--- src/rtl/lsu_pkg.sv ---
// Shared constants and types for the load/store unit: opcodes, Funct3 size codes, FSM states.
package lsu_pkg;

  localparam logic [4:0] OP_LOAD  = 5'b10100;
  localparam logic [4:0] OP_STORE = 5'b10101;

  localparam logic [2:0] F3_B  = 3'b000;
  localparam logic [2:0] F3_H  = 3'b001;
  localparam logic [2:0] F3_W  = 3'b010;
  localparam logic [2:0] F3_BU = 3'b100;
  localparam logic [2:0] F3_HU = 3'b101;

  typedef enum logic [1:0] {
    S_IDLE,
    S_REQ,
    S_DONE,
    S_ERR
  } state_t;

  // Loads accept signed and unsigned sizes; stores only B/H/W.
  function automatic logic f3_legal(input logic is_load, input logic [2:0] f3);
    if (is_load)
      return (f3 == F3_B) || (f3 == F3_H) || (f3 == F3_W) || (f3 == F3_BU) || (f3 == F3_HU);
    return (f3 == F3_B) || (f3 == F3_H) || (f3 == F3_W);
  endfunction

endpackage

--- src/rtl/lsu_align.sv ---
// Combinational lane logic: byte enables and store replication for the outgoing
// access, byte/half extraction and sign/zero extension for the returning word.
module lsu_align
  import lsu_pkg::*;
(
  input  logic [1:0]  st_addr,
  input  logic [2:0]  st_f3,
  input  logic [31:0] st_data,
  input  logic [1:0]  ld_addr,
  input  logic [2:0]  ld_f3,
  input  logic [31:0] ld_rdata,
  output logic [3:0]  be,
  output logic [31:0] wdata,
  output logic [31:0] ld_data
);

  logic [7:0]  ld_byte;
  logic [15:0] ld_half;

  always_comb begin
    be    = 4'b1111;
    wdata = st_data;
    case (st_f3[1:0])
      2'b00: begin
        be    = 4'b0001 << st_addr;
        wdata = {4{st_data[7:0]}};
      end
      2'b01: begin
        be    = 4'b0011 << {st_addr[1], 1'b0};
        wdata = {2{st_data[15:0]}};
      end
      default: begin
        be    = 4'b1111;
        wdata = st_data;
      end
    endcase
  end

  // Misaligned low bits are dropped here; halves follow addr[1] and words use lane 0.
  always_comb begin
    ld_byte = 8'(ld_rdata >> {ld_addr, 3'b000});
    ld_half = 16'(ld_rdata >> {ld_addr[1], 4'b0000});
    case (ld_f3)
      F3_B:    ld_data = {{24{ld_byte[7]}}, ld_byte};
      F3_H:    ld_data = {{16{ld_half[15]}}, ld_half};
      F3_BU:   ld_data = {24'h0, ld_byte};
      F3_HU:   ld_data = {16'h0, ld_half};
      default: ld_data = ld_rdata;
    endcase
  end

endmodule

--- src/rtl/lsu.sv ---
// Load/store unit: accepts one memory op from execute, runs a single bus
// transaction with timeout. Define LSU_MISALIGN_TRAP_EN to abort misaligned H/W accesses.
module lsu
  import lsu_pkg::*;
#(
  parameter int unsigned TIMEOUT_CYCLES = 255
) (
  input  logic        clk,
  input  logic        rst,
  input  logic        valid_i,
  input  logic [4:0]  ALUop_i,
  input  logic [31:0] ALUOut_i,
  input  logic [2:0]  Funct3_i,
  input  logic [31:0] StoreData_i,
  output logic        stall_o,
  output logic        done_o,
  output logic        err_o,
  output logic [31:0] LoadData_o,
  output logic        mem_req_o,
  output logic        mem_we_o,
  output logic [31:0] mem_addr_o,
  output logic [3:0]  mem_be_o,
  output logic [31:0] mem_wdata_o,
  input  logic        mem_ack_i,
  input  logic [31:0] mem_rdata_i
);

  localparam logic [15:0] WAIT_LAST = 16'(TIMEOUT_CYCLES - 1);

  state_t      state, state_nxt;
  logic [15:0] wait_cnt;
  logic [1:0]  addr_lo_q;
  logic [2:0]  f3_q;

  logic        is_load, is_store, is_mem, f3_ok, misalign, timeout_hit;
  logic [3:0]  be_st;
  logic [31:0] wdata_st, ld_data;

  lsu_align u_align (
    .st_addr  (ALUOut_i[1:0]),
    .st_f3    (Funct3_i),
    .st_data  (StoreData_i),
    .ld_addr  (addr_lo_q),
    .ld_f3    (f3_q),
    .ld_rdata (mem_rdata_i),
    .be       (be_st),
    .wdata    (wdata_st),
    .ld_data  (ld_data)
  );

  always_comb begin
    is_load     = (ALUop_i == OP_LOAD);
    is_store    = (ALUop_i == OP_STORE);
    is_mem      = valid_i && (is_load || is_store);
    f3_ok       = f3_legal(is_load, Funct3_i);
    timeout_hit = (wait_cnt == WAIT_LAST);
`ifdef LSU_MISALIGN_TRAP_EN
    misalign = ((Funct3_i[1:0] == 2'b01) && ALUOut_i[0]) ||
               ((Funct3_i[1:0] == 2'b10) && (ALUOut_i[1:0] != 2'b00));
`else
    misalign = 1'b0;
`endif
  end

  always_comb begin
    state_nxt = state;
    stall_o   = 1'b0;
    done_o    = (state == S_DONE);
    err_o     = (state == S_ERR);
    case (state)
      S_IDLE: begin
        if (is_mem) begin
          stall_o   = 1'b1;
          state_nxt = (!f3_ok || misalign) ? S_ERR : S_REQ;
        end
      end
      S_REQ: begin
        stall_o = 1'b1;
        if (mem_ack_i)        state_nxt = S_DONE;
        else if (timeout_hit) state_nxt = S_ERR;
      end
      default: state_nxt = S_IDLE;
    endcase
  end

  // Bus outputs are registered; address/be/wdata stay stable from acceptance until the next access.
  always_ff @(posedge clk) begin
    if (!rst) begin
      state       <= S_IDLE;
      wait_cnt    <= '0;
      addr_lo_q   <= '0;
      f3_q        <= '0;
      mem_req_o   <= 1'b0;
      mem_we_o    <= 1'b0;
      mem_addr_o  <= '0;
      mem_be_o    <= '0;
      mem_wdata_o <= '0;
      LoadData_o  <= '0;
    end else begin
      state <= state_nxt;
      case (state)
        S_IDLE: begin
          wait_cnt <= '0;
          if (state_nxt == S_REQ) begin
            mem_req_o   <= 1'b1;
            mem_we_o    <= is_store;
            mem_addr_o  <= {ALUOut_i[31:2], 2'b00};
            mem_be_o    <= be_st;
            mem_wdata_o <= wdata_st;
            addr_lo_q   <= ALUOut_i[1:0];
            f3_q        <= Funct3_i;
          end
        end
        S_REQ: begin
          if (mem_ack_i) begin
            mem_req_o <= 1'b0;
            mem_we_o  <= 1'b0;
            if (!mem_we_o) LoadData_o <= ld_data;
          end else if (timeout_hit) begin
            mem_req_o <= 1'b0;
            mem_we_o  <= 1'b0;
          end else begin
            wait_cnt <= wait_cnt + 16'd1;
          end
        end
        default: wait_cnt <= '0;
      endcase
    end
  end

endmodule
--- config.mk ---
export PLATFORM = sky130hd
export DESIGN_NAME = lsu
export DESIGN_NICKNAME = d
export VERILOG_FILES = /design/src/rtl/lsu_pkg.sv /design/src/rtl/lsu_align.sv /design/src/rtl/lsu.sv
export SDC_FILE = /design/constraint.sdc
export NUM_CORES = 1
export LEC_CHECK = 0
export ABC_AREA = 1
export BUFFER_PORTS_ARGS = -buffer_cell sky130_fd_sc_hd__buf_2
export CORE_UTILIZATION = 45
export DETAILED_ROUTE_END_ITERATION = 16
export GPL_TIMING_DRIVEN = 0
export PLACE_DENSITY = 0.84
export SLEW_MARGIN = 20
export SYNTH_ARGS = -nofsm -noshare
export SYNTH_HDL_FRONTEND = slang
export SYNTH_SLANG_ARGS = --single-unit
--- constraint.sdc ---
create_clock -name clk -period 1.85 [get_ports clk]
set_clock_uncertainty 0.15 [all_clocks]
set_input_delay 0 -clock clk [delete_from_list [all_inputs] [get_ports clk]]
set_output_delay 0 -clock clk [all_outputs]
set_load 0.01 [all_outputs]
* Yosys cells after proc, flatten, opt, wreduce, memory -nomap -nowiden *
Cells that the tools add are included.

storage, ports and cells
  flip-flop bits (word level) = 123

cells by class
  add/subtract/negate cells = 1
  equality and inequality tests = 17
  shift-type cells = 4
  mux-type cells = 19
  bitwise logic cells = 3
  reductions and logical operators = 16

operator list
  kind                                                   number
  one-hot mux 32 bit (4 select lines)                    1
  one-hot mux 32 bit (2 select lines)                    1
  >> shifter 32 x 5 -> 16 bit                            1
  >> shifter 32 x 5 -> 8 bit                             1
  adder 16 x 1 -> 16 bit (second input constant)         1
  equality test 16 x 8 -> 1 bit (second input constant)  1
  equality test 3 bit (second input constant)            4
  equality test 5 bit (second input constant)            2
  2-to-1 mux 1 bit                                       8
  2-to-1 mux 2 bit                                       4
  one-hot mux 4 bit (2 select lines)                     1
  equality test 2 x 1 -> 1 bit (second input constant)   3
  equality test 3 x 1 -> 1 bit (second input constant)   2
  zero test 3 bit                                        2
  one-hot mux 1 bit (2 select lines)                     3
  AND reduction 2 bit                                    3
  AND reduction 3 bit                                    2
  logical OR 1 bit                                       5
  equality test 2 bit (second input constant)            2
  zero test 2 bit                                        2
  one-hot mux 2 bit (2 select lines)                     1
  left shift 1 x 2 -> 4 bit (first input constant)       1
  left shift 2 x 2 -> 4 bit (first input constant)       1
  equality test 3 x 2 -> 1 bit (second input constant)   1
  5 further kinds                                        7

* Depth between registers and ports, before layout *
  depth in word-level cells = 13
  mapped depth = 13

* Hierarchy *
A second synthesis with hierarchy kept.

unflattened totals
  cell total of the unflattened synthesis = 1,226
  area, all modules = 7,334.5 um2

modules (own cells, without submodules)
  module     times used  cells each  area an instance (um2)
  lsu        1           938         5,988.2
  lsu_align  1           288         1,346.3

* Worst setup path after synthesis *
OpenSTA, ideal clock, no wires.

  path type = reg2reg
  start point = register wait_cnt[0]
  end point = register mem_addr_o[19]
  arrival = 1,565 ps
  path slack = 2 ps
  cell stages (with the launch flop) = 14
  path through = dfxtp_1 > inv_1 > ha_1 > nand3_1 > nor2_1 > nand2_1 > nand2_2 > nand2_2 > and2_1 > buf_2 > buf_6 > buf_6 > nand3_1 > a21oi_1

on the way
  cells in the longest elaborated chain, start to end = 6

ends and longest elaborated chain
  what                                RTL line    text
  start: declaration                  lsu.sv:31   logic [15:0] wait_cnt;
  start signal: assignment            lsu.sv:123  wait_cnt <= wait_cnt + 16'd1;
  equality test 16 x 8 -> 1 bit       lsu.sv:56   timeout_hit = (wait_cnt == WAIT_LAST);
  2-to-1 mux 2 bit                    lsu.sv:80   else if (timeout_hit) state_nxt = S_ERR;
  2-to-1 mux 2 bit                    lsu.sv:79   if (mem_ack_i) state_nxt = S_DONE;
  one-hot mux 2 bit (2 select lines)  lsu.sv:70   case (state)
  equality test 2 x 1 -> 1 bit        lsu.sv:104  if (state_nxt == S_REQ) begin
  AND reduction 2 bit (no line)       n/a
  end signal: assignment              lsu.sv:107  mem_addr_o <= {ALUOut_i[31:2], 2'b00};
  end: declaration                    lsu.sv:21   output logic [31:0] mem_addr_o,

Every way passes these cells.
A chain may end at the register's enable or synchronous reset.

* Worst setup path in the final report *
  start point = register wait_cnt[0]
  end point = register mem_wdata_o[28]

on the way
  cells in the longest elaborated chain, start to end = 6

ends and longest elaborated chain
  what                                RTL line    text
  equality test 16 x 8 -> 1 bit       lsu.sv:56
  2-to-1 mux 2 bit                    lsu.sv:80
  2-to-1 mux 2 bit                    lsu.sv:79
  one-hot mux 2 bit (2 select lines)  lsu.sv:70
  equality test 2 x 1 -> 1 bit        lsu.sv:104
  AND reduction 2 bit (no line)       n/a
  end signal: assignment              lsu.sv:109  mem_wdata_o <= wdata_st;
  end: declaration                    lsu.sv:23   output logic [31:0] mem_wdata_o,

Every way passes these cells.

==> results.sh <==
export IMPL_cts_root_buffer="clkbuf_16"
export IMPL_layout_cells_non_filler=1406
export IMPL_hpwl_um=13600
export IMPL_place_inst=1252
export IMPL_synthCells=869
export IMPL_track_usage=0.335
export IMPL_max_stage_delay_ns=0.33
export IMPL_layout_commonest_cell="buf_2"
export IMPL_antenna_found_initial=0
export IMPL_synth_warnings=0
export IMPL_mostFrequentLayoutCells="218 x buf_2, 197 x nand2_1, 114 x dfxtp_1"
export IMPL_ir_worst_vdd_mv=0.522
export IMPL_grt_overflow_total=0
export IMPL_wl_met1_um=8770
export IMPL_status="finished with violations"
export IMPL_grt_max_degree=17
export IMPL_cts_tree="built"
export IMPL_max_cap_violations=0
export IMPL_tns_ns=-0.451
export IMPL_required_ns=2.03
export IMPL_wl_met3_um=2410
export IMPL_fmax_mhz=498
export IMPL_rsz0062_at_grt="true"
export IMPL_wl_per_cell_um=17.2
export IMPL_grt_pass1_wl_um=34700
export IMPL_crit_slowest_cell="dfxtp_2"
export IMPL_slew_headroom=0.570
export IMPL_highest_layer="met4"
export IMPL_endpoint_kind="flip-flop"
export IMPL_detail_route_antenna_nets=0
export IMPL_crit_family="simple AND/OR/NAND/NOR gates"
export IMPL_via_count=7736
export IMPL_layout_drive_gt1_share=0.302
export IMPL_synth_cell_types=33
export IMPL_worstSetupStartpointType="flip-flop"
export IMPL_viasPerCell=5.50
export IMPL_period_needed_ns=2.01
export IMPL_num_antenna_cells=0
export IMPL_min_period_over_period=1.09
export IMPL_place_worst_setup_slack_ns=-0.440
export IMPL_grt_pass1_vias=7205
export IMPL_power_density_nw_per_um2=762
export IMPL_leakage_nw=4.26
export IMPL_yosys_area_top_type_share=0.421
export IMPL_die_area_um2=13500
export IMPL_drv_slew=0
export IMPL_firstDrtPassIters=6
export IMPL_hold_violations=0
export IMPL_syn_area_um2=5850
export IMPL_gp_congestion=0.966
export IMPL_die_h_um=116
export IMPL_drt_total_wl_um=24200
export IMPL_die_x_um=116
export IMPL_yosys_area_top_type="dfxtp_1"
export IMPL_final_nets=1331
export IMPL_path_cells="inv_2 -> ha_4 -> nand3_2 -> nor2_1 -> nand2_1 -> nand2_4 -> nand2_4 -> and2_4 -> buf_4 -> nand3_1 -> a21oi_1"
export IMPL_synthTopCellsByArea="dfxtp_1 42%, nand2_1 13%, a21oi_1 9.3%"
export IMPL_ios=213
export IMPL_path_clk_slew_ns=0.06
export IMPL_area_growth_syn_to_layout_pct=59.8
export IMPL_cts_made_buffers=17
export IMPL_worst_slew_pin_slew_ns=0.646
export IMPL_fp_coreArea_um2=12700
export IMPL_drt_iter0_drc=704
export IMPL_cp_buffers_inverters=2
export IMPL_ys_ff_latch=123
export IMPL_dr_wl_met2_um=11600
export IMPL_floorplan_initialDensity=0.462
export IMPL_ctsHtreeMaxLevel=4
export IMPL_fin_ws_ns=-0.157
export IMPL_clk_latency_ns=0.43
export IMPL_critPathMostFrequentCell="nand2_4"
export IMPL_clock_sinks=123
export IMPL_fp_row_count=41
export IMPL_ys_seq_area_frac=0.421
export IMPL_drc=0
export IMPL_hp_class="input port to flip-flop"
export IMPL_critPathMaxFanout=10
export IMPL_worstPathArrival_ns=2.19
export IMPL_failed_checks="negative setup slack"
export IMPL_crit_type="flip-flop to flip-flop"
export IMPL_clockBufferDepth=2
export IMPL_port_buffers=210
export IMPL_setup_viol=14
export IMPL_avgSynthCellArea_um2=6.73
-- kinds of logic (layout without fill, tap and decap cells) --
logic type               after synthesis  in the layout  synth area share
AND/OR/NAND/NOR                      400            400             0.286
AO/OA/AOI/OAI                        209            209             0.188
buffers and inverters                132            496            0.0969
flip-flops                           123            123             0.421
adder cells (fa/ha/maj)                2              2           0.00428
XOR/XNOR                               2              2           0.00300
other                                  1              2          0.000641
-- metrics by stage --
step           instance area (um^2)   util  hold WS (ns)  power (W)
3_5_place_dp                   7120  0.562         0.122    0.00324
2_1_floorplan                  5850      -       -0.0116    0.00300
4_1_cts                        9100  0.719        0.0203    0.00703
3_3_place_gp                   7120  0.562         0.117    0.00324
6_report                       9350  0.738        0.0232    0.00713
5_1_grt                        9350  0.738         0.112    0.00729
-- timing repair --
item | CTS | global route
endpoints found under the setup margin | 110 | 107
gates resized for setup | 52 | 81
cloned | 2 | 1
hold endpoints to repair | 106 | 0
pin swaps | 16 | 14
buffers inserted | 13 | 6
hold buffers | 103 | 0
-- worst min-delay path: stages --
cell     delay, ns
buf_2         0.07
nor2_1        0.04
nand2_1       0.12
inv_1         0.07
nand3_1       0.06
nand4_1       0.09
nand2_1       0.07
nor2_1        0.03
-- layer usage --
layer  GRT usage  up-vias
met2       0.585      562
met3      0.0853      143
met1       0.368     3493
met5           0        -
li1            -     3538
met4       0.198        0
-- final timing paths --
| path | end | from | slack, ns | cells after the start |
|---|---|---|---|---|
| worst max-delay path | mem_wdata_o[28]$_SDFFE_PN0P_ | wait_cnt[0]$_SDFFE_PN0P_ | -0.16 | 11 |
| worst min-delay path | mem_we_o$_SDFFE_PN0P_ | ALUop_i[3] | 0.02 | 8 |
| worst max register to register | mem_wdata_o[28]$_SDFFE_PN0P_ | wait_cnt[0]$_SDFFE_PN0P_ | -0.16 | 11 |
| worst min register to register | mem_addr_o[18]$_SDFFE_PN0P_ | mem_addr_o[18]$_SDFFE_PN0P_ | 0.31 | 2 |
-- cell type report --
class | instances | area (um^2)
Fill cell | 890 | 3320
Multi-Input combinational cell | 615 | 3080
Sequential cell | 123 | 2480
Timing Repair Buffer | 334 | 2270
Clock buffer | 22 | 484
Buffer | 54 | 365
Inverter | 76 | 289
Tap cell | 172 | 215
Clock inverter | 10 | 163
-- cell usage after synthesis (all sizes together) --
master / count
nor2: 95
o211ai: 10
inv: 75
or2: 3
buf: 36
o31ai: 1
clkbuf: 20
and3: 1
xor2: 2
o21bai: 2
a21oi: 109
dfxtp: 123
clkinv: 1
conb: 1
o21a: 2
nand4: 4
nand3: 85
o21ai: 84
and2: 1
ha: 2
nand2: 200
a41oi: 1
nor3: 11
-- state kept, by name, indices dropped and copies added (netlist names) --
| signal | flops |
|---|---|
| mem_req_o | 1 |
| mem_wdata_o | 32 |
| state | 2 |
| mem_addr_o | 30 |
| addr_lo_q | 2 |
| mem_be_o | 4 |
| mem_we_o | 1 |
| wait_cnt | 16 |
| f3_q | 3 |
| LoadData_o | 32 |
-- where the power goes --
| part | switching (W) | leakage (nW) | internal [W] |
|---|---|---|---|
| Clock | 0.00127 | 0.301 | 0.00239 |
| Sequential | 0.0000198 | 0.998 | 0.00268 |
| Combinational | 0.000411 | 2.96 | 0.000360 |
| Total | 0.00170 | 4.26 | 0.00543 |
No activity file was read; power rests on OpenSTA's default activity.
